[src/rtl/calc_pkg.sv]
// Shared calculator datapath definitions: digit count, BCD limits and the
// converter state encoding used by both keypad-side and display-side paths.
package calc_pkg;

    localparam int DIGITS_DEFAULT = 8;
    localparam logic [3:0] NIBBLE_MAX = 4'd9;

    typedef enum logic {
        IDLE  = 1'b0,
        SHIFT = 1'b1
    } state_t;

    function automatic logic nibble_valid(input logic [3:0] nib);
        return nib <= NIBBLE_MAX;
    endfunction

endpackage

[src/rtl/bcd_to_binary_if.sv]
// Start/done handshake bundle between the keypad front end and the BCD-to-binary
// converter; master issues operands, slave returns the converted value.
interface bcd_to_binary_if
    import calc_pkg::*;
#(
    parameter int W = 4 * DIGITS_DEFAULT
);
    logic         start;
    logic [W-1:0] bcd_in;
    logic         busy;
    logic         done;
    logic         err;
    logic [W-1:0] result;

    modport master (
        output start, bcd_in,
        input  busy, done, err, result
    );

    modport slave (
        input  start, bcd_in,
        output busy, done, err, result
    );
endinterface

[src/rtl/bcd_nibble_adj.sv]
// Per-digit correction step of reverse double dabble: a shifted digit of 8 or
// more had a carry-in worth 8 that must be worth 5, so take 3 back off.
module bcd_nibble_adj (
    input  logic [3:0] nib_in,
    output logic [3:0] nib_out
);
    assign nib_out = (nib_in >= 4'd8) ? nib_in - 4'd3 : nib_in;
endmodule

[src/rtl/bcd_to_binary.sv]
// Sequential packed-BCD to binary converter (reverse double dabble, one bit per
// clock) with invalid-digit detection and a start/done handshake.
module bcd_to_binary
    import calc_pkg::*;
#(
    parameter int DIGITS = DIGITS_DEFAULT,
    parameter int W      = 4 * DIGITS
) (
    input  logic            clk,
    input  logic            rst,
    bcd_to_binary_if.slave  bus
);
    localparam int CW = $clog2(W) + 1;

    state_t        state;
    state_t        state_next;
    logic [W-1:0]  bcd_reg;
    logic [W-1:0]  bin_reg;
    logic [W-1:0]  bcd_shift;
    logic [W-1:0]  bcd_adj;
    logic [W-1:0]  bin_shift;
    logic [CW-1:0] cnt;
    logic          in_valid;
    logic          last;
    logic          done_reg;
    logic          err_reg;
    logic [W-1:0]  result_reg;

    // The pair {bcd_reg, bin_reg} shifts right as one 2W-bit register.
    assign bcd_shift = {1'b0, bcd_reg[W-1:1]};
    assign bin_shift = {bcd_reg[0], bin_reg[W-1:1]};
    assign last      = (cnt == CW'(W - 1));

    for (genvar g = 0; g < DIGITS; g++) begin : g_adj
        bcd_nibble_adj u_adj (
            .nib_in  (bcd_shift[4*g +: 4]),
            .nib_out (bcd_adj[4*g +: 4])
        );
    end

    always_comb begin
        in_valid = 1'b1;
        for (int i = 0; i < DIGITS; i++) begin
            if (!nibble_valid(bus.bcd_in[4*i +: 4])) begin
                in_valid = 1'b0;
            end
        end
    end

    always_ff @(posedge clk) begin
        if (rst) begin
            state <= IDLE;
        end else begin
            state <= state_next;
        end
    end

    // Invalid operands are answered directly from IDLE without iterating.
    always_comb begin
        state_next = state;
        case (state)
            IDLE:    if (bus.start && in_valid) state_next = SHIFT;
            SHIFT:   if (last) state_next = IDLE;
            default: state_next = IDLE;
        endcase
    end

    always_ff @(posedge clk) begin
        if (rst) begin
            bcd_reg    <= '0;
            bin_reg    <= '0;
            cnt        <= '0;
            done_reg   <= 1'b0;
            err_reg    <= 1'b0;
            result_reg <= '0;
        end else begin
            done_reg <= 1'b0;
            case (state)
                IDLE: begin
                    if (bus.start) begin
                        if (in_valid) begin
                            bcd_reg <= bus.bcd_in;
                            bin_reg <= '0;
                            cnt     <= '0;
                            err_reg <= 1'b0;
                        end else begin
                            result_reg <= '0;
                            err_reg    <= 1'b1;
                            done_reg   <= 1'b1;
                        end
                    end
                end
                SHIFT: begin
                    bcd_reg <= bcd_adj;
                    bin_reg <= bin_shift;
                    cnt     <= cnt + CW'(1);
                    if (last) begin
                        result_reg <= bin_shift;
                        done_reg   <= 1'b1;
                    end
                end
                default: ;
            endcase
        end
    end

    assign bus.busy   = (state == SHIFT);
    assign bus.done   = done_reg;
    assign bus.err    = err_reg;
    assign bus.result = result_reg;

endmodule

[src/flat_wrapper.sv]
// flat-port wrapper written by rule: the top's interface ports become plain ports
module bcd_to_binary_flat import calc_pkg::*;
#(
    parameter int DIGITS = DIGITS_DEFAULT,
    parameter int W      = 4 * DIGITS
)
  (clk, rst, bus_start, bus_bcd_in, bus_busy, bus_done, bus_err, bus_result);
  bcd_to_binary_if #(.W(W)) bus_i ();
  input  logic clk;
  input  logic rst;
  input wire logic [$bits(bus_i.start)-1:0] bus_start;
  input wire logic [$bits(bus_i.bcd_in)-1:0] bus_bcd_in;
  output wire logic [$bits(bus_i.busy)-1:0] bus_busy;
  output wire logic [$bits(bus_i.done)-1:0] bus_done;
  output wire logic [$bits(bus_i.err)-1:0] bus_err;
  output wire logic [$bits(bus_i.result)-1:0] bus_result;
  assign bus_i.start = bus_start;
  assign bus_i.bcd_in = bus_bcd_in;
  assign bus_busy = bus_i.busy;
  assign bus_done = bus_i.done;
  assign bus_err = bus_i.err;
  assign bus_result = bus_i.result;
  bcd_to_binary #(.DIGITS(DIGITS), .W(W)) u_core (.clk(clk), .rst(rst), .bus(bus_i));
endmodule
[config.mk]
export PLATFORM = sky130hd
export DESIGN_NAME = bcd_to_binary_flat
export DESIGN_NICKNAME = d
export VERILOG_FILES = /design/src/rtl/calc_pkg.sv /design/src/rtl/bcd_to_binary_if.sv /design/src/rtl/bcd_nibble_adj.sv /design/src/rtl/bcd_to_binary.sv /design/src/flat_wrapper.sv
export SDC_FILE = /design/constraint.sdc
export NUM_CORES = 1
export LEC_CHECK = 0
export BUFFER_PORTS_ARGS = -buffer_cell sky130_fd_sc_hd__buf_2
export CORE_MARGIN = 2
export CORE_UTILIZATION = 45
export DETAILED_ROUTE_END_ITERATION = 8
export GPL_ROUTABILITY_DRIVEN = 0
export PLACE_DENSITY = 0.73
export SYNTH_ARGS = -nofsm -noshare
export SYNTH_HDL_FRONTEND = slang
export SYNTH_HIERARCHICAL = 1
export SYNTH_SLANG_ARGS = --single-unit
[constraint.sdc]
create_clock -name clk -period 3.09 [get_ports clk]
set_clock_uncertainty 0.1 [all_clocks]
set_input_delay 0.1545 -clock clk [delete_from_list [all_inputs] [get_ports clk]]
set_output_delay 0.1545 -clock clk [all_outputs]
set_load 0.005 [all_outputs]
==> impl_metrics.csv <==
group,metric,value,unit
critical_path,path_buf_inv,3,
synthesis,synth_top_cell_area_share,0.399,
clock_tree,cts-buffers-inserted,9,
synthesis,ys_warn_count,6,
cells_and_area,syn2layout_area_growth,14.7,%
critical_path,cp.arrival,2290,ps
critical_path,worstPathCellList,"dlygate4sd3_1 -> buf_2 -> o21ai_1 -> and4_1 -> a21boi_2 -> buf_4 -> o41ai_1",
drt,vias_per_cell,5.99,
synthesis,synth_cell_types,40,
critical_path,critical_path.startpoint_type,"primary input",
grt,grt_pass1_vias,4537,
floorplan,rows,39,
critical_path,reg2reg_depth,5,
cells_and_area,final_util,0.527,
power,ir_worst_vdd,0.364,mV
cells_and_area,diodes,0,
placed_design,place_inst,791,
critical_path,cpPeakStageDelay,590,ps
synthesis,syn_area_per_cell,8.33,sq um
grt,grtUsageTotal,0.207,
synthesis,synth_cells,627,
drt,ant_nets,0,
timing,fmax,0.463,GHz
timing,rsz0062_at_grt,"no",
clock_tree,cts_tree,"done",
drt,drc_errors,0,
placed_design,place_area,5590,sq um
synthesis,ys_ff_latch,104,
timing,tightest_slew,723,ps
clock_tree,htreeDepth,3,
synthesis,syn_area,5220,sq um
clock_tree,clk_pin_slew,70,ps
critical_path,cp_max_fo,31,
status,status,"complete, no violations",
synthesis,ys.flop_type,"dfxtp_1",
cells_and_area,layout_common_cells,"dfxtp_1 (103), nand2_1 (98), buf_2 (69)",
drt,drt-wirelength-per-cell,15.8,um
critical_path,cp.depth,7,
timing,fin_crit_sh,0.699,
cells_and_area,mostFrequentLayoutCell,"dfxtp_1",
floorplan,fp.dieW,112,um
timing,finalCriticalPeriod,2160,ps
grt,grt_overflow,0,
clock_tree,insertion_delay,350,ps
floorplan,die_area,12500,sq um
cells_and_area,final_cell_area,5990,sq um
critical_path,crit_slowest_cell,"and4_1",
drt,drtPass1Iterations,7,
cells_and_area,nNetsFinal,721,
synthesis,ys_top_cells_by_area,"dfxtp_1 (40%), nand2_1 (7.0%), o311ai_1 (6.2%)",
synthesis,synth-seq-area-share,0.399,
drt,wl,12900,um
drt,drt_iter0_markers,381,
cells_and_area,n_fill_cell,1056,
grt,antenna_found_initial,0,
critical_path,cp-end-kind,"flip-flop",
hold_path,worstHoldPathCells,3,
floorplan,initial_utilization,0.459,
run,maxCapViolations,0,
timing,fin_tns_setup,0,ps
synthesis,synth-edff-count,0,
power,power_leakage,2.06,nW
grt,grt_max_degree,67,
critical_path,critPathTopFamily,"buffers and inverters",
hold_path,hold_class,"primary input to flip-flop",
timing,slew_violations,0,
timing,finalSetupViolCount,0,
cells_and_area,drive_above_1_share,0.160,
placed_design,portBuffers,69,
floorplan,die_y,112,um
timing,hold_violations,0,
critical_path,crit_required,3220,ps
timing,max_slew_margin,0.518,
synthesis,synth.largest_area_cell,"dfxtp_1",
power,p_per_area,454,nW/um^2
floorplan,ios,70,
floorplan,fp.coreArea,11400,sq um
placed_design,dp_hpwl,7990,um
clock_tree,clockRootBuffer,"clkbuf_16",
drt,vias,4889,
clock_tree,clockBufferDepth,2,
cells_and_area,fin_cells,816,
clock_tree,cts_num_sinks,104,
critical_path,critical_path_class,"primary input to flip-flop",
grt,grt_pass1_wl,21700,um
synthesis,async_flop_share,0,
cells in the mapped netlist (2+ instances only):
cell type,instances
nor2b_1,8
a31oi_1,23
clkbuf_1,36
inv_1,58
o21ai_1,8
nand2b_1,10
dfxtp_1,104
a221oi_1,8
xor2_1,8
buf_4,2
o311ai_0,18
buf_2,27
nor2_1,2
nand3_1,2
ha_1,17
buf_1,2
a41oi_1,10
a21oi_1,43
o41ai_1,31
and4_1,2
o21ai_0,11
o31ai_1,9
inv_2,2
a311oi_1,5
xnor2_1,8
o311ai_1,37
nand4_1,26
nand2_1,98
timing repair:
action | 4_1_cts | 5_1_grt
resized for setup | 0 | 0
hold buffers | 10 | 0
setup buffers | 0 | 0
endpoints found under the setup margin | 0 | 0
hold endpoints to repair | 10 | 0
area by class of cell:
| type | count | area [sq um] | share of cell area |
|---|---|---|---|
| timing repair buffer | 95 | 566 | 0.0944 |
| multi-input combinational | 399 | 2640 | 0.440 |
| tap | 143 | 179 | 0.0299 |
| inverter | 60 | 225 | 0.0376 |
| clock inverter | 6 | 76.3 | 0.0127 |
| clock buffer | 9 | 225 | 0.0376 |
| sequential | 104 | 2080 | 0.348 |
routing by layer:
layer  share of wire  track usage  up-vias
met3           0.063       0.0441       14
li1                -            -     2382
met1            0.46        0.279     2317
met4           0.011       0.0560        0
met5               0            0        -
met2            0.47        0.337      176
logic make-up after synthesis:
logic type / Yosys count / synth area share
compound gates: 208 / 0.294
simple gates: 153 / 0.138
buf+inv: 128 / 0.101
flops: 104 / 0.399
fa+ha+maj: 17 / 0.0407
xor+xnor: 16 / 0.0268
other cells: 1 / 0.000718
through the flow:
stage	hold slack (ps)	setup slack (ps)	power [mW]
3_3_place_gp	342	1150	1.56
4_1_cts	5.86	987	2.74
2_1_floorplan	228	1520	1.51
3_5_place_dp	353	1090	1.57
5_1_grt	20.7	800	2.81
6_report	12.0	931	2.72
path summary, 6_finish.rpt:
path / end / startpoint / slack, ps
worst max-delay path: u_core/bus.result[1] / bus_bcd_in[17] / 930
worst min-delay path: u_core/bcd_reg[13] / bus_bcd_in[13] / 10
worst max register to register: u_core/bus.result[1] / u_core/bus.busy / 1050
worst min register to register: u_core/bus.result[15] / u_core/bus.result[15] / 360
power breakdown:
part / switching [mW] / internal, mW
clock network: 0.533 / 0.638
registers: 0.00838 / 1.35
logic: 0.141 / 0.0556
worst min-delay path, cell delays in order:
cell     delay [ps]
buf_2           110
nand4_1          70
a31oi_1          80
Note: power is estimated with default switching activity, not from simulation.
